File: src/rtl/npc_sequencer.sv
// Next-PC select sequencer: drives the 4:1 PC mux select and handles delay slots,
// annulment, jmpl and trap flush. Optional statistics counters under NPC_SEQ_STATS_EN.
module npc_sequencer #(
    parameter int TRAP_FLUSH = 3,
    parameter int CNT_W      = 16
) (
    input  logic             clk,
    input  logic             rst_n,
    input  logic             stall,
    input  logic             branch_valid,
    input  logic             branch_taken,
    input  logic             branch_always,
    input  logic             annul_bit,
    input  logic             jmpl_valid,
    input  logic             trap_req,
    output logic [1:0]       pc_sel,
    output logic             pc_en,
    output logic             annul_o,
    output logic             dcti_err,
    output logic [CNT_W-1:0] taken_cnt,
    output logic [CNT_W-1:0] annul_cnt
);

    typedef enum logic [1:0] {RUN, DSLOT, ANNUL, TRAP} state_e;
    typedef enum logic [1:0] {SEL_SEQ, SEL_BR, SEL_JMPL, SEL_TRAP} sel_e;

    localparam int              FC_W       = 4;
    localparam logic [FC_W-1:0] FLUSH_INIT = FC_W'(TRAP_FLUSH - 1);

    state_e          state_q, state_d;
    logic [FC_W-1:0] flush_q, flush_d;
    logic            dcti_q, dcti_d;
    sel_e            sel;

    // NOTE: every signal driven here gets a default first so no path infers a latch.
    always_comb begin
        state_d = state_q;
        flush_d = flush_q;
        dcti_d  = 1'b0;
        sel     = SEL_SEQ;
        if (trap_req) begin
            sel     = SEL_TRAP;
            state_d = TRAP;
            flush_d = FLUSH_INIT;
        end else if (state_q == TRAP) begin
            // The flush drains even while the pipeline is stalled.
            if (flush_q == '0) state_d = RUN;
            else               flush_d = flush_q - FC_W'(1);
        end else if (!stall) begin
            case (state_q)
                RUN: begin
                    if (jmpl_valid) begin
                        sel     = SEL_JMPL;
                        state_d = DSLOT;
                    end else if (branch_valid) begin
                        if (branch_taken) begin
                            sel     = SEL_BR;
                            state_d = (annul_bit && branch_always) ? ANNUL : DSLOT;
                        end else if (annul_bit) begin
                            state_d = ANNUL;
                        end
                    end
                end
                DSLOT: begin
                    state_d = RUN;
                    dcti_d  = branch_valid | jmpl_valid;
                end
                default: state_d = RUN;
            endcase
        end
    end

    // NOTE: state registers use non-blocking assignments so all flops update together.
    always_ff @(posedge clk or negedge rst_n) begin
        if (!rst_n) begin
            state_q <= RUN;
            flush_q <= '0;
            dcti_q  <= 1'b0;
        end else begin
            state_q <= state_d;
            flush_q <= flush_d;
            dcti_q  <= dcti_d;
        end
    end

    assign pc_sel   = sel;
    assign pc_en    = !stall || trap_req;
    assign annul_o  = (state_q == ANNUL) || (state_q == TRAP);
    assign dcti_err = dcti_q;

`ifdef NPC_SEQ_STATS_EN
    logic [CNT_W-1:0] taken_cnt_q, taken_cnt_d;
    logic [CNT_W-1:0] annul_cnt_q, annul_cnt_d;

    // Both counters saturate at all-ones.
    always_comb begin
        taken_cnt_d = taken_cnt_q;
        annul_cnt_d = annul_cnt_q;
        if ((sel == SEL_BR || sel == SEL_JMPL) && !(&taken_cnt_q))
            taken_cnt_d = taken_cnt_q + CNT_W'(1);
        if (((state_q == ANNUL && !stall) || state_q == TRAP) && !(&annul_cnt_q))
            annul_cnt_d = annul_cnt_q + CNT_W'(1);
    end

    always_ff @(posedge clk or negedge rst_n) begin
        if (!rst_n) begin
            taken_cnt_q <= '0;
            annul_cnt_q <= '0;
        end else begin
            taken_cnt_q <= taken_cnt_d;
            annul_cnt_q <= annul_cnt_d;
        end
    end

    assign taken_cnt = taken_cnt_q;
    assign annul_cnt = annul_cnt_q;
`else
    assign taken_cnt = '0;
    assign annul_cnt = '0;
`endif

endmodule

File: config.mk
export PLATFORM = sky130hd
export DESIGN_NAME = npc_sequencer
export DESIGN_NICKNAME = d
export VERILOG_FILES = /design/src/rtl/npc_sequencer.sv
export SDC_FILE = /design/constraint.sdc
export NUM_CORES = 1
export LEC_CHECK = 0
export ABC_AREA = 1
export CORE_ASPECT_RATIO = 1.2
export CORE_MARGIN = 2
export CORE_UTILIZATION = 39
export CTS_CLUSTER_DIAMETER = 150
export DETAILED_ROUTE_END_ITERATION = 6
export GPL_TIMING_DRIVEN = 1
export PLACE_DENSITY = 0.82
export SLEW_MARGIN = 20
export SYNTH_ARGS = -nofsm -noshare
export SYNTH_HDL_FRONTEND = slang
export SYNTH_SLANG_ARGS = --single-unit
File: constraint.sdc
create_clock -name clk -period 1.8 [get_ports clk]
set_input_delay 0.36 -clock clk [delete_from_list [all_inputs] [get_ports clk]]
set_output_delay 0.36 -clock clk [all_outputs]
set_load 0.05 [all_outputs]
# [Word-level counts from Yosys, hierarchy flattened]
# Index checks and enable logic that the tools add are counted.
[totals] word_cells=46 reg_bits=7 input_bits=9 output_inout_bits=37
[classes] n_eq_ne=8 n_addsub=1 bitwise_logic=1 reduce_logical=9 muxes=24
[ops] operator="$mux W2" count=15
[ops] operator="$mux W4" count=3
[ops] operator="$mux W1" count=6
[ops] operator="$ne A6 B6 Y1 const B" count=1
[ops] operator="$ne A5 B5 Y1 const B" count=1
[ops] operator="$eq A2 B2 Y1 const B" count=2
[ops] operator="$logic_not A4 Y1" count=1
[ops] operator="$reduce_and A4 Y1" count=1
[ops] operator="$sub A4 B1 Y4 const B" count=1
[ops] operator="$ne A3 B1 Y1 const B" count=1
[ops] operator="$ne A3 B2 Y1 const B" count=1
[ops] operator="$eq A2 B1 Y1 const B" count=1
[ops] operator="$logic_not A2 Y1" count=1
[ops] operator="$logic_or A1 B1 Y1" count=2
[ops] operator="$ne A2 B2 Y1 const B" count=1
[ops] operator="$reduce_and A2 Y1" count=1
[ops] operator="$reduce_bool A2 Y1" count=1
[ops] operator="$logic_and A1 B1 Y1" count=1
[ops] operator="$logic_not A1 Y1" count=1
[ops] operator="$or A1 B1 Y1" count=1

# [Depth between registers and ports, before layout]
# Gate-level depths: netlist (run 1).
[logic_depth] word_depth=9 depth_mapped=9 ltp_nobuf=9

# [Least setup slack after synthesis (run 1)]
# Ideal clock, no wire load.
[synth_timing] kind="register to output" start="register state_q[1]" end="output pc_sel[0]" setup_slack_ns=-0.074 arrival_ns=1.514 required_ns=1.440 path_buffers=0 stages_incl_launch_ff=5 cell_sequence="dfrtp_1 > nor2_2 > inv_1 > or2_1 > o21ai_1"
[synth_via] elab_chain_len=5 word_cells_on_any_way=6 classes_between="eq/ne (1); mux (4); reduce/logical (1)"
[synth_rtl] element="start, declared" line_no="30" source="state_e state_q, state_d;"
[synth_rtl] element="start signal, assigned" line_no="80" source="state_q <= state_d;"
[synth_rtl] element="$logic_not A2 Y1" line_no="50" source="case (state_q)"
[synth_rtl] element="$mux W2" line_no="50"
[synth_rtl] element="$mux W2" line_no="49" source="end else if (!stall) begin"
[synth_rtl] element="$mux W2 *" line_no="45" source="end else if (state_q == TRAP) begin"
[synth_rtl] element="$mux W2 *" line_no="41" source="if (trap_req) begin"
[synth_rtl] element="end, declared" line_no="16" source="output logic [1:0] pc_sel,"
# Every way passes the cells marked *; elsewhere a longest branch is shown, timed or not.

# [Final worst setup path (run 1)]
[layout_timing] start="register state_q[1]" end="output pc_sel[1]"
# The elaborated chain is that of the path after synthesis.

==> summary.txt, run 1 <==
Floorplanning
  – Die height: between 50 and 60 µm
  – Width of the chip: between 40 and 50 µm
  – # rows: 17
  – Core area: 1787 µm²
  – Initial Utilization: between 40% and 50%
  – Die Outline Area: about 2200 µm²
  – Top-level I/O count: 46

Min path
  – Min-Delay Path Class: in -> async

Critical path
  – Number of buffer and inverter stages on the critical path: 2
  – Critical Path Source Type: register
  – Crit path required time: roughly 1.4 ns
  – Type of the worst setup path: reg -> out
  – Capturing point of the worst reg2reg path: flush_q[2]$_DFFE_PN0P_
  – Worst reg2reg startpoint: state_q[1]$_DFFE_PN0P_
  – Largest fanout on the critical path: 2
  – Signal arrival time at the worst endpoint: between 1 and 1.5 ns
  – Slowest CP cell: dfrtp_1
  – Delay-heaviest family, CP: flip-flops
  – Count of cell instances traversed by the critical path: 5
  – Worst Reg2Reg Path Length in Cells: 8
  – Critical-path cell list: nor2_2 -> inv_1 -> or2_4 -> o21ai_4 -> buf_12
  – Kind of capture point of the worst setup path: output pin
  – Register-to-Register Setup Slack: 0.53 ns
  – Biggest cell delay along the critical path: around 0.4 ns

CTS
  – Max H-tree Level: 1
  – Cell at the root of the clock tree: clkbuf_4
  – Sinks on Clock Net: 7
  – TritonCTS Buffers: 3
  – Worst skew pair latency: 0.25 ns
  – Clock-pin slew on the worst setup and hold paths: around 0.050 ns
  – Buffers from clock root to sink, at most: 2
  – CTS tree: built

Finish
  – Ant diodes: 0
  – Fill cell instance count of the final layout: roughly 190
  – Share of post-route cells with drive strength above 1: a little under a fifth
  – Layout overhead on the synthesized area: 22.92%
  – Nets: between 100 and 150
  – Core utilization of the finished layout: 49.58%

Synthesis
  – Number of enable-type register cells in the synthesized netlist: 0
  – Leading cell types by total area after synthesis: buf_4 33%, dfrtp_1 24%, nand2_1 11%
  – Share of Yosys cell area claimed by the top area cell type: 33.33%
  – Synthesized area per cell: 6.930 µm²
  – Share of flip-flops with an asynchronous set or reset: 100.0%
  – Yosys synthesis warning count: 0
  – Synthesis-stage register bit count: 7
  – Post-Synthesis Cell Area: approximately 700 µm²
  – Seq/Total Area, Yosys: between 20% and 30%
  – Most instantiated flip-flop cell in the synthesis netlist: dfrtp_1
  – Synthesized instance count: between 100 and 150
  – Leading cell type by number of instances after synthesis: buf_4
  – Area leader, netlist: buf_4
  – Distinct cell type count after synthesis: 19
  – Top post-synthesis cells by count: 32 x buf_4, 22 x nand2_1, 10 x nand3_1

Pwr
  – Clk pwr share: 12.7%
  – Power dissipated by switching net loads: roughly 0.56 mW
  – Power density over the cells: between 1000 and 1500 nW/µm²
  – Overall power after layout: between 1 and 1.5 mW
  – Switching Share: between 50 and 60%
  – Internal: between 0.5 and 0.6 mW
  – Sequential power share: between 20% and 30%
  – Maximum VDD drop: 458.3 µV
  – Combinational cell fraction of total power: 63.4%
  – Leakage power figure: 0.4923 nW

Routing
  – First-pass iteration count of the detailed router: 4
  – Residual DRC count: 0
  – Number of violations reported at the end of detailed-routing iteration 0: 6
  – Routed Antenna Nets: 0
  – Via-to-Cell Ratio: 4.048
  – Sum of routed wire length over all layers: around 1300 µm
  – Detailed-route via count: 591
  – WL per Instance: 8.664 µm

Timing
  – Fmax: 564.8 MHz
  – Number of setup violations in the final report: 0
  – Skew final: 0.003496 ns
  – Fin. max-slew vios: 0
  – Clock period minus final worst setup slack: 1.770 ns
  – Crit share post-route: just under 100%
  – Setup repair after global routing missed its margin: yes
  – Endpoints failing hold: 0

Placement
  – Post-DP HPWL: roughly 1000 µm
  – RD Place Congestion: between 0.7 and 0.8
  – Input/output buffers: 13

Global routing
  – Gr ovfl total: 0
  – Pin count of the biggest net entering global routing: 9
  – Antenna violations before repair: 0
  – Vias in the first global route: just under 500
  – Total routing usage reported by global routing: a little under an eighth
  – First-pass GRT wire length: between 1500 and 2000 µm

Outcome
  – Outcome: finished, final reports clean

Job
  – Reported max-cap violation count: 0
==> how the worst max path moves through the flow <==
| stage | from | to | slack, ns |
|---|---|---|---|
| 4_1_cts | state_q[0]$_DFFE_PN0P_ | pc_sel[1] | 0.003 |
| 3_5_place_dp | stall | pc_sel[1] | 0.005 |
| 2_1_floorplan | state_q[1]$_DFFE_PN0P_ | pc_sel[0] | -0.07 |
| 5_1_grt | state_q[1]$_DFFE_PN0P_ | pc_sel[1] | -0.05 |
| 6_report | state_q[1]$_DFFE_PN0P_ | pc_sel[1] | 0.03 |
| 3_3_place_gp | stall | pc_sel[1] | 0.02 |
==> kinds of logic (layout without fill, tap and decap cells) <==
| kind of cell | count (synthesis) | in the layout | share of synthesized area, % |
|---|---|---|---|
| adders and majority gates | 2 | 2 | 3.472 |
| and+or+nand+nor | 45 | 45 | 27.78 |
| buffers and inverters | 43 | 35 | 39.23 |
| other | 1 | 32 | 0.5203 |
| AOI/OAI and AO/OA | 5 | 5 | 3.472 |
| xor gates and xnor gates | 1 | 1 | 1.215 |
| DFF | 7 | 7 | 24.31 |
==> cell usage in the layout (no fill, tap or decap) <==
cell type / instances
buf_12: 3
inv_2: 2
nor2_1: 6
nor2_2: 1
clkbuf_4: 3
or2_4: 1
nor3_1: 1
o21ai_0: 3
nand3b_1: 2
nand3_1: 10
o21ai_4: 2
clkbuf_1: 1
ha_1: 2
xor2_1: 1
conb_1: 32
clkdlybuf4s50_1: 8
nand2_2: 1
nand2_1: 22
or2_1: 1
inv_1: 7
buf_4: 11
dfrtp_1: 7
==> layout make-up <==
| class | count | area [µm²] | share of cell area (%) |
|---|---|---|---|
| inverters | 9 | 33.78 | 3.814 |
| multi-input cells | 85 | 404.1 | 45.62 |
| clock buffers | 4 | 26.28 | 2.966 |
| flip-flops and latches | 7 | 175.2 | 19.77 |
| repair buffers | 22 | 222.7 | 25.14 |
| well taps | 19 | 23.77 | 2.684 |
==> timing repair <==
item	in CTS	in global routing
gates resized for setup	3	3
endpoints found under the setup margin	2	2
buffers inserted	3	2
hold buffers	0	0
pin swaps	2	2
==> worst reg2reg max path: stages (launching register included) <==
cell     delay, ns
dfrtp_1       0.40
buf_4         0.14
buf_4         0.14
nand2_1       0.09
inv_1         0.04
nand2_1       0.09
nand2_1       0.10
nand3_1       0.07
o21ai_0       0.08
==> through the flow <==
step | setup slack [ns] | setup TNS (ns) | cells | hold WS, ns | instance area (µm²)
final | 0.02956 | 0 | 146 | 0.3648 | 885.9
after global routing | -0.04545 | -0.08406 | 146 | 0.3850 | 885.9
after detailed placement | 0.004989 | 0 | 137 | 0.4788 | 797.0
after floorplan | -0.07434 | -0.1487 | 135 | 0.06441 | 837.1
after CTS | 0.003071 | 0 | 144 | 0.3768 | 855.8
after global placement | 0.01814 | 0 | 137 | 0.4787 | 797.0
==> flip-flops by register name, summed over array words and instances, names as in the netlist <==
signal	count
dcti_err	1
flush_q	4
state_q	2
==> per-layer routing <==
metal | part of all wire, % | wire length [µm] | global-route usage [%] | vias up
met5 | 0 | 0 | 0 | -
li1 | - | - | - | 302
met3 | 6.8 | 86 | 2.120 | 4
met2 | 55 | 692 | 21.64 | 22
met4 | 1.7 | 21 | 7.576 | 0
met1 | 37 | 464 | 11.85 | 263
==> power by group through the flow <==
stage | logic [mW] | registers, mW | clock network, mW
floorplan | 0.524 | 0.275 | 0
global placement | 0.577 | 0.280 | 0
detailed placement | 0.594 | 0.280 | 0
CTS | 0.668 | 0.269 | 0.146
global route | 0.781 | 0.273 | 0.157
finish | 0.710 | 0.268 | 0.142
Note: power is estimated with default switching activity, not from simulation.
==> run 2: changes to the inputs <==
--- a/config.mk
+++ b/config.mk
@@ -9,7 +9,7 @@
 export CORE_ASPECT_RATIO = 1.2
 export CORE_MARGIN = 2
 export CORE_UTILIZATION = 39
-export CTS_CLUSTER_DIAMETER = 150
+export CTS_CLUSTER_DIAMETER = 50
 export DETAILED_ROUTE_END_ITERATION = 6
 export GPL_TIMING_DRIVEN = 1
 export PLACE_DENSITY = 0.82
==> results of run 2 <==
No change in the layout: final DEF, timing and power equal those of run 1.
